`config.mk`:
```
export PLATFORM = sky130hd
export DESIGN_NAME = reg_rename_file_flat
export DESIGN_NICKNAME = d
export VERILOG_FILES = /design/src/rtl/reg_rename_file_pkg.sv /design/src/rtl/reg_rename_file_if.sv /design/src/rtl/reg_rename_file_read_port.sv /design/src/rtl/reg_rename_file.sv /design/src/flat_wrapper.sv
export SDC_FILE = /design/constraint.sdc
export NUM_CORES = 2
export LEC_CHECK = 0
export CAP_MARGIN = 20
export CORE_MARGIN = 2
export CORE_UTILIZATION = 57
export CTS_CLUSTER_SIZE = 8
export DETAILED_ROUTE_END_ITERATION = 6
export DONT_BUFFER_PORTS = 1
export PLACE_DENSITY = 0.79
export SYNTH_ARGS = -nofsm -noshare
export SYNTH_HDL_FRONTEND = slang
export SYNTH_HIERARCHICAL = 1
export SYNTH_SLANG_ARGS = --single-unit
```
`constraint.sdc`:
```
create_clock -name clk -period 2.86 [get_ports clk]
set_input_delay 0.429 -clock clk [delete_from_list [all_inputs] [get_ports clk]]
set_output_delay 0.429 -clock clk [all_outputs]
set_load 0.01 [all_outputs]
```
`src/rtl/reg_rename_file_pkg.sv`:
```
// rtl/reg_rename_file_pkg.sv - shared types and sizes for the rename register file
package reg_rename_file_pkg;

    localparam int REG_NUM   = 32;
    localparam int DATA_W    = 32;
    localparam int ROB_POS_W = 4;
    localparam int REG_POS_W = $clog2(REG_NUM);

    typedef logic [DATA_W-1:0]    data_t;
    typedef logic [ROB_POS_W-1:0] rob_pos_t;
    typedef logic [REG_POS_W-1:0] reg_pos_t;

    // One source-operand answer as seen by the decoder
    typedef struct packed {
        logic     busy;
        data_t    val;
        rob_pos_t rob_pos;
    } query_t;

    // x0 is hardwired to zero and never renamed
    function automatic logic is_x0(input reg_pos_t r);
        return (r == '0);
    endfunction

endpackage

```
`src/rtl/reg_rename_file_if.sv`:
```
// rtl/reg_rename_file_if.sv - decoder/ROB side bundle of the rename register file
import reg_rename_file_pkg::*;

interface reg_rename_file_if;

    // Global control
    logic     rdy;
    logic     rollback;

    // Decoder issue
    logic     issue;
    reg_pos_t issue_rd;
    rob_pos_t issue_rob_pos;

    // ROB commit
    logic     reg_write;
    reg_pos_t reg_rd;
    data_t    reg_val;
    rob_pos_t commit_rob_pos;

    // Source operand queries
    reg_pos_t rs1_pos;
    logic     rs1_busy;
    data_t    rs1_val;
    rob_pos_t rs1_rob_pos;
    reg_pos_t rs2_pos;
    logic     rs2_busy;
    data_t    rs2_val;
    rob_pos_t rs2_rob_pos;

    // Decoder/ROB side drives requests and receives query answers
    modport master (
        output rdy, rollback,
        output issue, issue_rd, issue_rob_pos,
        output reg_write, reg_rd, reg_val, commit_rob_pos,
        output rs1_pos, rs2_pos,
        input  rs1_busy, rs1_val, rs1_rob_pos,
        input  rs2_busy, rs2_val, rs2_rob_pos
    );

    // Register file side
    modport slave (
        input  rdy, rollback,
        input  issue, issue_rd, issue_rob_pos,
        input  reg_write, reg_rd, reg_val, commit_rob_pos,
        input  rs1_pos, rs2_pos,
        output rs1_busy, rs1_val, rs1_rob_pos,
        output rs2_busy, rs2_val, rs2_rob_pos
    );

endinterface

```
`src/rtl/reg_rename_file_read_port.sv`:
```
// rtl/reg_rename_file_read_port.sv - one source-operand read mux; optional commit forwarding under REG_COMMIT_BYPASS_EN
import reg_rename_file_pkg::*;

module reg_rename_file_read_port (
    input  reg_pos_t                   rs_pos,
    input  data_t    [REG_NUM-1:0]     val_q,
    input  logic     [REG_NUM-1:0]     busy_q,
    input  rob_pos_t [REG_NUM-1:0]     tag_q,
`ifdef REG_COMMIT_BYPASS_EN
    input  logic                       commit_en,
    input  reg_pos_t                   reg_rd,
    input  data_t                      reg_val,
    input  rob_pos_t                   commit_rob_pos,
`endif
    output query_t                     q
);

    // Select the registered state; when forwarding is built in, a commit that
    // retires the current producer of this operand is returned in the same cycle
    always_comb begin
        q.busy    = busy_q[rs_pos];
        q.val     = val_q[rs_pos];
        q.rob_pos = tag_q[rs_pos];
`ifdef REG_COMMIT_BYPASS_EN
        if (commit_en && (reg_rd == rs_pos) && busy_q[rs_pos] &&
            (tag_q[rs_pos] == commit_rob_pos)) begin
            q.busy = 1'b0;
            q.val  = reg_val;
        end
`endif
    end

endmodule

```
`src/rtl/reg_rename_file.sv`:
```
// rtl/reg_rename_file.sv - architectural register file with rename tags; REG_COMMIT_BYPASS_EN enables commit forwarding
import reg_rename_file_pkg::*;

module reg_rename_file (
    input  logic                 clk,
    input  logic                 rst_n,
    reg_rename_file_if.slave     rf
);

    data_t    [REG_NUM-1:0] val_q;
    logic     [REG_NUM-1:0] busy_q;
    rob_pos_t [REG_NUM-1:0] tag_q;

    logic   commit_en;
    logic   commit_clears;
    logic   issue_en;
    query_t rs1_q;
    query_t rs2_q;

    // x0 writes are dropped here so entry 0 keeps its reset value forever.
    // A commit only releases the register when it is still the newest producer.
    assign commit_en     = rf.reg_write && !is_x0(rf.reg_rd);
    assign commit_clears = commit_en && (tag_q[rf.reg_rd] == rf.commit_rob_pos);
    assign issue_en      = rf.issue && !is_x0(rf.issue_rd) && !rf.rollback;

    // Committed values land regardless of rollback (JALR link write rides with the flush)
    always_ff @(posedge clk or negedge rst_n) begin
        if (!rst_n) begin
            val_q <= '0;
        end else if (rf.rdy && commit_en) begin
            val_q[rf.reg_rd] <= rf.reg_val;
        end
    end

    // Busy bits: rollback wipes all; otherwise issue overrides a same-register release
    always_ff @(posedge clk or negedge rst_n) begin
        if (!rst_n) begin
            busy_q <= '0;
        end else if (rf.rdy) begin
            if (rf.rollback) begin
                busy_q <= '0;
            end else begin
                if (commit_clears) begin
                    busy_q[rf.reg_rd] <= 1'b0;
                end
                if (issue_en) begin
                    busy_q[rf.issue_rd] <= 1'b1;
                end
            end
        end
    end

    // Tags record the newest producer; they are left alone on rollback since busy is cleared
    always_ff @(posedge clk or negedge rst_n) begin
        if (!rst_n) begin
            tag_q <= '0;
        end else if (rf.rdy && issue_en) begin
            tag_q[rf.issue_rd] <= rf.issue_rob_pos;
        end
    end

    reg_rename_file_read_port u_rs1 (
        .rs_pos         (rf.rs1_pos),
        .val_q          (val_q),
        .busy_q         (busy_q),
        .tag_q          (tag_q),
`ifdef REG_COMMIT_BYPASS_EN
        .commit_en      (commit_en),
        .reg_rd         (rf.reg_rd),
        .reg_val        (rf.reg_val),
        .commit_rob_pos (rf.commit_rob_pos),
`endif
        .q              (rs1_q)
    );

    reg_rename_file_read_port u_rs2 (
        .rs_pos         (rf.rs2_pos),
        .val_q          (val_q),
        .busy_q         (busy_q),
        .tag_q          (tag_q),
`ifdef REG_COMMIT_BYPASS_EN
        .commit_en      (commit_en),
        .reg_rd         (rf.reg_rd),
        .reg_val        (rf.reg_val),
        .commit_rob_pos (rf.commit_rob_pos),
`endif
        .q              (rs2_q)
    );

    assign rf.rs1_busy    = rs1_q.busy;
    assign rf.rs1_val     = rs1_q.val;
    assign rf.rs1_rob_pos = rs1_q.rob_pos;
    assign rf.rs2_busy    = rs2_q.busy;
    assign rf.rs2_val     = rs2_q.val;
    assign rf.rs2_rob_pos = rs2_q.rob_pos;

endmodule

```
`src/flat_wrapper.sv`:
```
// flat-port wrapper written by rule: the top's interface ports become plain ports
module reg_rename_file_flat 
  (clk, rst_n, rf_rdy, rf_rollback, rf_issue, rf_issue_rd, rf_issue_rob_pos, rf_reg_write, rf_reg_rd, rf_reg_val, rf_commit_rob_pos, rf_rs1_pos, rf_rs2_pos, rf_rs1_busy, rf_rs1_val, rf_rs1_rob_pos, rf_rs2_busy, rf_rs2_val, rf_rs2_rob_pos);
  reg_rename_file_if rf_i ();
  input  logic clk;
  input  logic rst_n;
  input wire logic [$bits(rf_i.rdy)-1:0] rf_rdy;
  input wire logic [$bits(rf_i.rollback)-1:0] rf_rollback;
  input wire logic [$bits(rf_i.issue)-1:0] rf_issue;
  input wire logic [$bits(rf_i.issue_rd)-1:0] rf_issue_rd;
  input wire logic [$bits(rf_i.issue_rob_pos)-1:0] rf_issue_rob_pos;
  input wire logic [$bits(rf_i.reg_write)-1:0] rf_reg_write;
  input wire logic [$bits(rf_i.reg_rd)-1:0] rf_reg_rd;
  input wire logic [$bits(rf_i.reg_val)-1:0] rf_reg_val;
  input wire logic [$bits(rf_i.commit_rob_pos)-1:0] rf_commit_rob_pos;
  input wire logic [$bits(rf_i.rs1_pos)-1:0] rf_rs1_pos;
  input wire logic [$bits(rf_i.rs2_pos)-1:0] rf_rs2_pos;
  output wire logic [$bits(rf_i.rs1_busy)-1:0] rf_rs1_busy;
  output wire logic [$bits(rf_i.rs1_val)-1:0] rf_rs1_val;
  output wire logic [$bits(rf_i.rs1_rob_pos)-1:0] rf_rs1_rob_pos;
  output wire logic [$bits(rf_i.rs2_busy)-1:0] rf_rs2_busy;
  output wire logic [$bits(rf_i.rs2_val)-1:0] rf_rs2_val;
  output wire logic [$bits(rf_i.rs2_rob_pos)-1:0] rf_rs2_rob_pos;
  assign rf_i.rdy = rf_rdy;
  assign rf_i.rollback = rf_rollback;
  assign rf_i.issue = rf_issue;
  assign rf_i.issue_rd = rf_issue_rd;
  assign rf_i.issue_rob_pos = rf_issue_rob_pos;
  assign rf_i.reg_write = rf_reg_write;
  assign rf_i.reg_rd = rf_reg_rd;
  assign rf_i.reg_val = rf_reg_val;
  assign rf_i.commit_rob_pos = rf_commit_rob_pos;
  assign rf_i.rs1_pos = rf_rs1_pos;
  assign rf_i.rs2_pos = rf_rs2_pos;
  assign rf_rs1_busy = rf_i.rs1_busy;
  assign rf_rs1_val = rf_i.rs1_val;
  assign rf_rs1_rob_pos = rf_i.rs1_rob_pos;
  assign rf_rs2_busy = rf_i.rs2_busy;
  assign rf_rs2_val = rf_i.rs2_val;
  assign rf_rs2_rob_pos = rf_i.rs2_rob_pos;
  reg_rename_file u_core (.clk(clk), .rst_n(rst_n), .rf(rf_i));
endmodule
```
==> results.json <==
{
  "cts.sinks": 1184,
  "cpPeakStageDelay_ns": 0.95,
  "yosysWarnings": 6,
  "grt_pass1_wl_um": 297000,
  "wl_per_cell_um": 28.6,
  "start_util_pct": 57.2,
  "clockBufferDepth": 3,
  "cts_tree": "built",
  "crit-reg2reg-launch": "u_core/tag_q[41]$_DFFE_PN0P_",
  "syn2layout_area_growth_pct": 9.59,
  "pwr-share-clk_pct": 38.8,
  "cts_hold_buf": 42,
  "finalSetupViolCount": 63,
  "rows": 125,
  "nFillCells": 8664,
  "drc": 0,
  "final_area_sq_um": 72600,
  "synth_top_area_share_pct": 44.8,
  "synth_ff_type": "dfrtp_1",
  "final_core_util_pct": 62.7,
  "grt_max_degree": 1185,
  "hpwl_um": 111000,
  "p_seq_share_pct": 45.6,
  "grt-ovfl-total": 0,
  "clk_pin_slew_ns": 0.05,
  "nNetsFinal": 5483,
  "pre_cts_slack_ns": 0.155,
  "start_kind": "input port",
  "critical_path_arrival_ns": 4.44,
  "die_x_um": 345,
  "violations": "negative hold slack, max-slew violations, negative setup slack",
  "cp-endpoint": "rf_rs2_val[18]",
  "r2r_end": "u_core/busy_q[29]$_DFFE_PN0P_",
  "fin_crit_ns": 4.87,
  "drt_iter0_drc": 5721,
  "drive_gt1_share_pct": 28.3,
  "crit_required_ns": 2.43,
  "vias": 48500,
  "drv_slew": 897,
  "via_per_inst": 6.97,
  "synth_nets": 5643,
  "finClkSkew_ns": 0.0265,
  "io_buffers": 0,
  "crit_cells": 5,
  "synthArstFlopShare_pct": 100,
  "dp.cells": 6713,
  "yosysUniqueCellTypes": 58,
  "clk_latency_ns": 0.78,
  "synth_commonest_cells": "mux2i_1 (1238), dfrtp_1 (1184), mux2_2 (1104), clkbuf_1 (314), nand2_1 (265)",
  "power.leakage_nw": 34.8,
  "ys_ff_latch": 1184,
  "yosysSeqAreaShare_pct": 44.8,
  "endpoint_kind": "output pin",
  "worst_pin_slew_ns": 4.05,
  "antenna_found_initial": 4,
  "tns_ns": -65.13,
  "die_h_um": 345,
  "first_pass_iters": 5,
  "p_int_mw": 32.9,
  "rsz0062_at_grt": "false",
  "critical_path_class": "in2out",
  "crit_fanout": 592,
  "fmax_ghz": 0.205,
  "synth_top_cell_by_area": "dfrtp_1",
  "hold_violations": 236,
  "r2r_cells": 8,
  "antenna_left": 0,
  "gp_congestion": 0.954,
  "powerDensity_nw_per_um2": 618,
  "root_buffer": "clkbuf_16",
  "drv_cap": 0,
  "fin_ws_ns": -2.01,
  "cts_buffers": 165,
  "post-cts-setup-buffers": 0,
  "die-area_sq_um": 119000,
  "slowest_stage": "mux2i_1",
  "ios": 140,
  "slew_headroom_pct": -170,
  "hold_slack_ns": -0.624,
  "post_cts_resized": 0,
  "layout_worst_path_cycle_share_pct": 170,
  "crit_family": "multiplexers",
  "p_sw_mw": 11.9,
  "layout.cells.non_filler": 6957,
  "post-synth-top-count-cell": "mux2i_1",
  "syn_avg_cell_area_sq_um": 11.9,
  "htree_levels": 4,
  "timing.critical_path.from": "rf_rs2_pos[1]",
  "p_comb_share_pct": 15.6,
  "synth-edff-count": 0,
  "path_cells": "mux2i_1, a22o_1, nor3_1, a31oi_1, nand3_1",
  "critPathBufInv": 0,
  "post_dp_cell_area_sq_um": 67300,
  "sw_frac_of_total_pct": 26.6,
  "synth_top_cells_by_area": "dfrtp_1 (45%), mux2_2 (19%), mux2i_1 (19%)",
  "hold_class": "in2async",
  "status": "complete, but fails checks",
  "grtUsageTotal_pct": 32.6,
  "wl_um": 199000,
  "rrSetupSlack_ns": 0.17,
  "grt_pass1_vias": 48300,
  "syn_area_sq_um": 66200,
  "synthesis.instances": 5577,
  "ir_drop_v": 0.000700,
  "core_sq_um": 116000
}
worst register-to-register path: stages, from the launching register on:
cell       delay (ns)
dfrtp_1          0.41
mux4_2           0.50
a2111oi_2        0.39
nand3_1          0.13
xor2_1           0.18
nor4_4           0.36
buf_12           0.23
a311oi_1         0.10
or2_1            0.27
cells in the final DEF (no fill, tap or decap), drive strengths merged, types with 4 or more instances in the layout:
| cell type | synthesis | final |
|---|---|---|
| a21oi | 222 | 222 |
| a22o | 148 | 148 |
| a22oi | 225 | 225 |
| a311o | 7 | 7 |
| a31o | 12 | 12 |
| a31oi | 74 | 74 |
| and2 | 4 | 4 |
| and3 | 15 | 15 |
| buf | 254 | 193 |
| clkbuf | 314 | 177 |
| dfrtp | 1184 | 1184 |
| diode | 0 | 4 |
| dlygate4sd3 | 0 | 41 |
| inv | 13 | 19 |
| mux2 | 1118 | 1118 |
| mux2i | 1238 | 1238 |
| mux4 | 4 | 4 |
| nand2 | 265 | 265 |
| nand2b | 8 | 8 |
| nand3 | 232 | 232 |
| nand4 | 11 | 11 |
| nand4b | 4 | 4 |
| nor2 | 43 | 43 |
| nor2b | 4 | 4 |
| nor3 | 85 | 85 |
| nor3b | 5 | 5 |
| nor4 | 9 | 9 |
| o211ai | 8 | 8 |
| o21ai | 11 | 11 |
| o22ai | 19 | 19 |
| or3b | 5 | 5 |
power by group through the flow:
stage	clock network, mW	logic (mW)	registers [mW]
after floorplan	0	5.38	20.2
final	17.4	7.00	20.5
after detailed placement	0	5.98	20.6
after global routing	18.3	7.31	20.7
after CTS	17.6	6.31	20.4
after global placement	0	5.78	20.4
flip-flops by register name, summed over array words and instances (netlist names):
register       count
u_core/busy_q     32
u_core/tag_q     128
u_core/val_q    1024
through the flow:
step,total power [mW],hold slack [ns]
CTS,44.2,-0.597
finish,44.8,-0.624
global route,46.3,-0.650
detailed placement,26.6,0.198
global placement,26.2,0.199
floorplan,25.6,0.133
cells by family (layout without fill, tap and decap cells):
logic type | Yosys count | in the layout | share of synthesized area (%)
muxes | 2360 | 2360 | 37.9
and+or+nand+nor | 709 | 709 | 5.07
AOI/OAI and AO/OA | 740 | 740 | 7.70
buffers and inverters | 581 | 433 | 4.57
other | 0 | 4 | 0
xor gates and xnor gates | 3 | 3 | 0.0397
DFF | 1184 | 1184 | 44.8
cell type report:
class	count	area [sq um]	share of cell area, %
Antenna cell	4	10.0	0.0138
Clock buffer	170	4250	5.86
Clock inverter	9	113	0.155
Inverter	13	48.8	0.0673
Multi-Input combinational cell	3812	33800	46.6
Sequential cell	1184	29600	40.8
Tap cell	1524	1910	2.63
Timing Repair Buffer	241	2810	3.88
worst min path at each step:
stage	to	slack [ns]	depth (start not counted)
after floorplan	u_core/busy_q[0]$_DFFE_PN0P_	0.13	0
after global placement	u_core/val_q[343]$_DFFE_PN0P_	0.20	0
after detailed placement	u_core/val_q[343]$_DFFE_PN0P_	0.20	0
after CTS	u_core/val_q[343]$_DFFE_PN0P_	-0.60	0
after global routing	u_core/val_q[343]$_DFFE_PN0P_	-0.65	0
final	u_core/val_q[343]$_DFFE_PN0P_	-0.62	0
per-layer routing:
metal  vias to the layer above  track usage (%)  routed length (um)
met5                         -                0                  13
met4                         2             14.0                8540
met3                       566             7.46               20600
met2                      2738             49.9               90200
met1                     25000             44.7               79700
li1                      20200                -                   -
Note: power is estimated with default switching activity, not from simulation.
